## config.mk

```make
export PLATFORM = sky130hd
export DESIGN_NAME = display_share_ctrl
export DESIGN_NICKNAME = d
export VERILOG_FILES = /design/src/rtl/display_share_ctrl.sv
export SDC_FILE = /design/constraint.sdc
export NUM_CORES = 1
export LEC_CHECK = 0
export CAP_MARGIN = 5
export CORE_MARGIN = 5
export CORE_UTILIZATION = 35
export CTS_CLUSTER_SIZE = 30
export DETAILED_ROUTE_END_ITERATION = 6
export HOLD_SLACK_MARGIN = 0.12
export SETUP_SLACK_MARGIN = 0.2
export SLEW_MARGIN = 20
export SYNTH_ARGS = -nofsm -noshare
export SYNTH_HDL_FRONTEND = slang
export SYNTH_SLANG_ARGS = --single-unit
```

## constraint.sdc

```tcl
create_clock -name CLK -period 2.82 [get_ports CLK]
set_input_delay 0.564 -clock CLK [delete_from_list [all_inputs] [get_ports CLK]]
set_output_delay 0.564 -clock CLK [all_outputs]
set_load 0.005 [all_outputs]
```

## src/rtl/display_share_ctrl.sv

```systemverilog
// Shares the 4-digit BCD display between a live primary value (A) and a
// request-driven secondary message (B) with timed hold, req/ack and zero blanking.
module display_share_ctrl #(
  parameter int DIV  = 100000,
  parameter int HOLD = 2000
) (
  input  logic        CLK,
  input  logic        Reset,
  input  logic [15:0] Val_A,
  input  logic        Req_B,
  input  logic [15:0] Val_B,
  input  logic        Blank_Zeros,
  output logic        Ack_B,
  output logic        Busy,
  output logic        Src,
  output logic [3:0]  Uni,
  output logic [3:0]  Dec,
  output logic [3:0]  Cen,
  output logic [3:0]  Mil
);

  localparam int PW = (DIV > 1) ? $clog2(DIV) : 1;
  localparam int HW = (HOLD > 0) ? $clog2(HOLD + 1) : 1;
  localparam logic [PW-1:0] PRESC_LAST = PW'(DIV - 1);
  localparam logic [HW-1:0] HOLD_LAST  = HW'(HOLD - 1);

  typedef enum logic [1:0] {
    SHOW_A   = 2'd0,
    SHOW_B   = 2'd1,
    WAIT_REL = 2'd2
  } state_t;

  state_t        state_r;
  logic [PW-1:0] presc_r;
  logic [HW-1:0] hold_r;
  logic [15:0]   val_b_r;
  logic          req_prev_r;
  logic          ack_r;
  logic          busy_r;
  logic          src_r;
  logic [15:0]   digits_r;

  logic          tick_s;
  logic          expire_s;
  logic          rise_s;
  logic [15:0]   shown_s;

  // Invalid nibbles become blank; leading zeros blank from the top down, units never.
  function automatic logic [15:0] form_digits(input logic [15:0] v, input logic bz);
    logic [3:0] n [4];
    logic       blank_mil;
    logic       blank_cen;
    logic       blank_dec;
    for (int i = 0; i < 4; i++) begin
      n[i] = (v[4*i +: 4] > 4'd9) ? 4'hF : v[4*i +: 4];
    end
    blank_mil = bz && (n[3] == 4'd0);
    blank_cen = blank_mil && (n[2] == 4'd0);
    blank_dec = blank_cen && (n[1] == 4'd0);
    return {blank_mil ? 4'hF : n[3],
            blank_cen ? 4'hF : n[2],
            blank_dec ? 4'hF : n[1],
            n[0]};
  endfunction

  assign tick_s   = (presc_r == PRESC_LAST);
  assign expire_s = tick_s && (hold_r == HOLD_LAST);
  assign rise_s   = Req_B && !req_prev_r;

  // Digit source follows the registered Src, so digits trail Src by one cycle.
  always_comb begin
    shown_s = Val_A;
    if (src_r) begin
      shown_s = val_b_r;
    end else begin
      shown_s = Val_A;
    end
  end

  // Sharing FSM with prescaler, hold counter, B latch and registered handshake outputs.
  always_ff @(posedge CLK or negedge Reset) begin
    if (!Reset) begin
      state_r    <= SHOW_A;
      presc_r    <= '0;
      hold_r     <= '0;
      val_b_r    <= 16'h0000;
      req_prev_r <= 1'b0;
      ack_r      <= 1'b0;
      busy_r     <= 1'b0;
      src_r      <= 1'b0;
    end else begin
      req_prev_r <= Req_B;
      ack_r      <= 1'b0;
      case (state_r)
        SHOW_A: begin
          if (Req_B) begin
            val_b_r <= Val_B;
            ack_r   <= 1'b1;
            src_r   <= 1'b1;
            busy_r  <= 1'b1;
            presc_r <= '0;
            hold_r  <= '0;
            state_r <= SHOW_B;
          end else begin
            state_r <= SHOW_A;
          end
        end
        SHOW_B: begin
          // A fresh rising request outranks hold expiry on the same edge.
          if (rise_s) begin
            val_b_r <= Val_B;
            ack_r   <= 1'b1;
            src_r   <= 1'b1;
            busy_r  <= 1'b1;
            presc_r <= '0;
            hold_r  <= '0;
            state_r <= SHOW_B;
          end else if (expire_s) begin
            src_r   <= 1'b0;
            busy_r  <= 1'b0;
            presc_r <= '0;
            hold_r  <= '0;
            state_r <= Req_B ? WAIT_REL : SHOW_A;
          end else begin
            presc_r <= tick_s ? '0 : presc_r + 1'b1;
            hold_r  <= tick_s ? hold_r + 1'b1 : hold_r;
            state_r <= SHOW_B;
          end
        end
        WAIT_REL: begin
          if (!Req_B) begin
            state_r <= SHOW_A;
          end else begin
            state_r <= WAIT_REL;
          end
        end
        default: begin
          src_r   <= 1'b0;
          busy_r  <= 1'b0;
          presc_r <= '0;
          hold_r  <= '0;
          state_r <= SHOW_A;
        end
      endcase
    end
  end

  // Registered digit codes toward the display controller.
  always_ff @(posedge CLK or negedge Reset) begin
    if (!Reset) begin
      digits_r <= 16'h0000;
    end else begin
      digits_r <= form_digits(shown_s, Blank_Zeros);
    end
  end

  assign Ack_B = ack_r;
  assign Busy  = busy_r;
  assign Src   = src_r;
  assign Mil   = digits_r[15:12];
  assign Cen   = digits_r[11:8];
  assign Dec   = digits_r[7:4];
  assign Uni   = digits_r[3:0];

endmodule
```

Yosys cells after proc, flatten, opt, wreduce, memory -nomap -nowiden
Index checks and enable logic that the tools add are counted.

Bits in latches: 0. Flip-flop bits (word level): 65. Output and inout port bits: 19. Memories kept: 0. Bits in writable memories: 0. Logic and storage cells: 71. Memory bits (read-only): 0.

Equality and inequality tests: 8. Reductions and logical operators: 15. $mul: 0. Magnitude comparators: 4. Divide/modulo/power cells: 0. Multiplexer cells: 33. Bitwise gates (word level): 1. $add $sub $neg: 2. Shifts and indexed selects: 0.

Operators with widths (count): 17-bit 2-to-1 mux (4); 17-bit one-hot mux with 3 select lines (1); 16-bit 2-to-1 mux (3); 11-bit 2-to-1 mux (4); 11-bit one-hot mux with 3 select lines (1); 16-bit one-hot mux with 2 select lines (1); 4-bit 2-to-1 mux (7); 17-bit by 1-bit adder with 17-bit output (second input constant) (1); 17-bit == test (second input constant) (1); 4-bit greater-than comparator (second input constant) (4); 4-bit logical NOT (3); 11-bit by 1-bit adder with 11-bit output (second input constant) (1); 11-bit == test (second input constant) (1); 3-bit AND reduction (3); 1-bit 2-to-1 mux (6); 2-bit 2-to-1 mux (3); 2-bit one-hot mux with 3 select lines (1); 1-bit logical AND (5); 2-bit inequality test (second input constant) (2); 4-bit inequality test (second input constant) (1); 3-bit inequality test (second input constant) (1); 1-bit one-hot mux with 3 select lines (1); 2-bit by 1-bit == test with 1-bit output (second input constant) (1); 2-bit == test (second input constant) (1); 6 further kinds (6).

Depth between registers and ports, before layout
Depth after elaboration: 8. Depth in mapped cells: 7.

Worst setup path before layout
OpenSTA, ideal clock, no wires.

Path kind: input to register. From: input port Req_B. To: register hold_r[9]. Required time: 2733 ps. Stages: 4. Setup time: 87 ps. Path buffers: 0. Arrival time: 1762 ps. Setup slack: 971 ps. Cells stage by stage: nor2b_1 or3b_2 or4_1 o211ai_1.

Longest elaborated chain between the ends: 3. Elaborated cells between the ends (all ways): 6. Those cells by class: eq/ne: 2; mux: 2; reduce/logical: 2.

Ends and longest elaborated chain: start, declared (RTL line 10) `input logic Req_B,`; 1-bit logical AND (RTL line 68) `assign rise_s = Req_B && !req_prev_r;`; 4-bit inequality test (no line) or 11-bit 2-to-1 mux (tied branches); 3-bit AND reduction (no line) or 11-bit one-hot mux with 3 select lines (tied branches); end signal, assigned (RTL line 126) `hold_r <= tick_s ? hold_r + 1'b1 : hold_r;`; end, declared (RTL line 35) `logic [HW-1:0] hold_r;`.

Parallel ways exist; a longest one is shown, timed or not. A chain may end at the register's enable or synchronous reset.

Worst setup path after layout
From: register src_r, in the netlist Src. To: output port Src.

RTL lines: start, declared (RTL line 40) `logic src_r;`; start signal, assigned (RTL line 90) `src_r <= 1'b0;`; start signal, assigned (RTL line 99) `src_r <= 1'b1;`; start signal, assigned (RTL line 113) `src_r <= 1'b1;`; end, declared (RTL line 15) `output logic Src,`.

No word-level cell between the ends.

==> metrics.txt <==
status=complete, no violations; P&R area growth vs syn=27.7%; R2R Path Start=presc_r[0]; root buffer cell=clkbuf_8; Post-synth ARST share=100%; core box area=around 0.0091 mm^2; HP Class=input pin to asynchronous set/reset pin; global route total overflow=0; Main synth FF type=dfrtp_1; Synth area leaders=dfrtp_1 51%, mux2_2 6.7%, mux2i_1 4.0%; Die ar.=around 0.011 mm^2; Max-cap violations=0; worst slew pin tran=between 700 and 800 ps; post-synthesis sequential element count=65; Worst path max stage delay=630 ps; CTS Buf Count=9; Die W=~110 um; final setup fails=0; Tot Pwr=~2.4 mW; Fmax achieved=407 MHz; cts hold-fix bufs=0; Core Rows=35; worst skew pair latency=340 ps; Worst setup SP type=flop; area share of the largest cell type after synthesis=about half; post-DR vias/cell=5.16; Clock transition at path regs=about 80 ps; Syn Nets=about 340; Routed WL per cell=14.8 um; Setup TNS=0 ps; Worst EP arrival=between 1500 and 2000 ps; Finished Layout Cells=about 480; Required @ worst endpoint=2260 ps; vias in the first global route=between 2000 and 3000; final period utilization=slightly below 90%; Detail Route Antenna Nets=0; antenna violations before repair=0; first-pass GRT wire length=12.1 mm; final hold vios=0; antenna cells=0; largest net degree at the start of global routing=31; H-Tree Depth=3; CP delay by family, top=buffers and inverters; Crit Path Class=flop to primary output; count of cell types in the netlist=55; HPWL Detailed=about 5.1 mm; crit path capture type=primary output; Seq/Total Area, Yosys=50.6%; CP cell instances=buf_4 -> clkdlybuf4s50_1; CTS tree=yes; total track usage=13.5%; Vias=around 2500; DR iter-0 viols=80; Mapped Cells=301; Period minus WS final=between 2000 and 2500 ps; crit path from=Src; filler cell count=856; initial core utilization=a little over a third; routed wire length=just over 7 mm; Placer Congestion=roughly 0.79; clock sinks=65; die height=between 100 and 150 um; RSZ-0062 raised after global routing=false; clock buffer depth=2; Peak supply drop=slightly above 0.3 mV; Max FO, Critical Path=20; TritonRoute pass-1 iters=4; DRC viols=0; number of I/O port buffers=54; Hold WS=270 ps; Mapped Avg Cell Area=between 10 and 15 um^2; Net count, final=between 400 and 500; largest area contributor in the netlist=dfrtp_1; Post-synth EDFFs=0; PostCTS Resize Cnt=0; DP Cell Count=roughly 460; postcts setup bufs=0; Clock Skew=~8.6 ps; Ports=55; worst-path cell with the longest stage delay=dfrtp_1; count leader, synth=dfrtp_1; Slew HR=51.9%; CP Buf/Inv Count=2; share of cells above drive strength 1=roughly 15%; PD cells=about 590 mW/mm^2; Syn. warnings=0; static leakage=1.76 nW; max-slew violation count=0; synth cell count leaders=65 x dfrtp_1, 30 x nand2_1, 21 x nor2_1; mapped cell area=about 0.0032 mm^2
==> stage by stage <==
stage / utilization (%) / cell area [um^2] / setup WS [ps]
floorplan: - / 3220 / 971
detailed placement: 42.7 / 3890 / 322
finish: 45.1 / 4110 / 362
global route: 45.1 / 4110 / 282
CTS: 45.1 / 4110 / 342
global placement: 42.7 / 3890 / 408
==> final cells by class <==
class / instances / area (um^2) / area share (%)
clock buffer: 10 / 128 / 3.11
clock inverter: 6 / 92.6 / 2.25
inverter: 5 / 18.8 / 0.457
multi-input combinational: 222 / 1520 / 37.1
sequential: 65 / 1630 / 39.6
tap: 111 / 139 / 3.38
timing repair buffer: 60 / 581 / 14.1
==> cells by family (layout without fill, tap and decap cells) <==
family / after synthesis / count (layout) / synth area share [%]
fa+ha+maj: 2 / 2 / 0.778
compound gates: 58 / 58 / 12.6
simple gates: 122 / 122 / 21.1
buf+inv: 14 / 81 / 2.10
xor+xnor: 8 / 8 / 2.18
flops: 65 / 65 / 50.6
mux: 32 / 32 / 10.7
==> placed cells by master, fill, tap and decap left out, types with 4 or more instances in the layout <==
cell	count
nand4_1	7
nor2_1	21
a21o_1	6
xor2_1	5
o21ai_0	14
clkdlybuf4s50_1	53
mux2i_1	13
dfrtp_1	65
a21oi_1	7
clkbuf_8	9
nand2_1	30
inv_1	5
mux2_2	19
nor2b_1	6
buf_4	6
o21ai_1	5
nor3b_1	4
nand3_1	14
and3_1	6
nor3_1	8
==> worst reg2reg max path, cell delays in order, from the launching register on <==
cell     delay [ps]
dfrtp_1         400
ha_1            220
and3_1          270
nand4_2         200
o31ai_4         490
o21ai_0         180
a22o_1          190
==> state kept, by name (all words and copies together), names as in the netlist <==
register	flops
hold_r	11
presc_r	17
digits_r	16
Src	1
val_b_r	16
req_prev_r	1
state_r	2
Ack_B	1
==> power breakdown <==
part / internal [mW] / leakage [nW] / switching [mW] / total (mW)
registers: 1.04 / 0.799 / 0.0801 / 1.12
logic: 0.247 / 0.858 / 0.168 / 0.416
clock network: 0.501 / 0.103 / 0.371 / 0.872
==> routing by layer <==
layer	vias to the layer above	GRT usage, %	routed length (um)
li1	1225	-	-
met1	1164	18.6	3420
met2	70	19.7	3090
met3	11	4.35	439
met4	0	5.55	124
met5	-	0	0
==> path summary, 6_finish.rpt <==
path                               endpoint  cells past startpoint  slack [ps]
min in group CLK                 val_b_r[6]                      1         500
worst max register to register    hold_r[5]                      6         760
max in group asynchronous       digits_r[5]                      2        1810
worst max-delay path                    Src                      2         360
worst min register to register   val_b_r[6]                      1         500
worst min-delay path            val_b_r[10]                      1         270
Power figures use the tool's default switching activity.
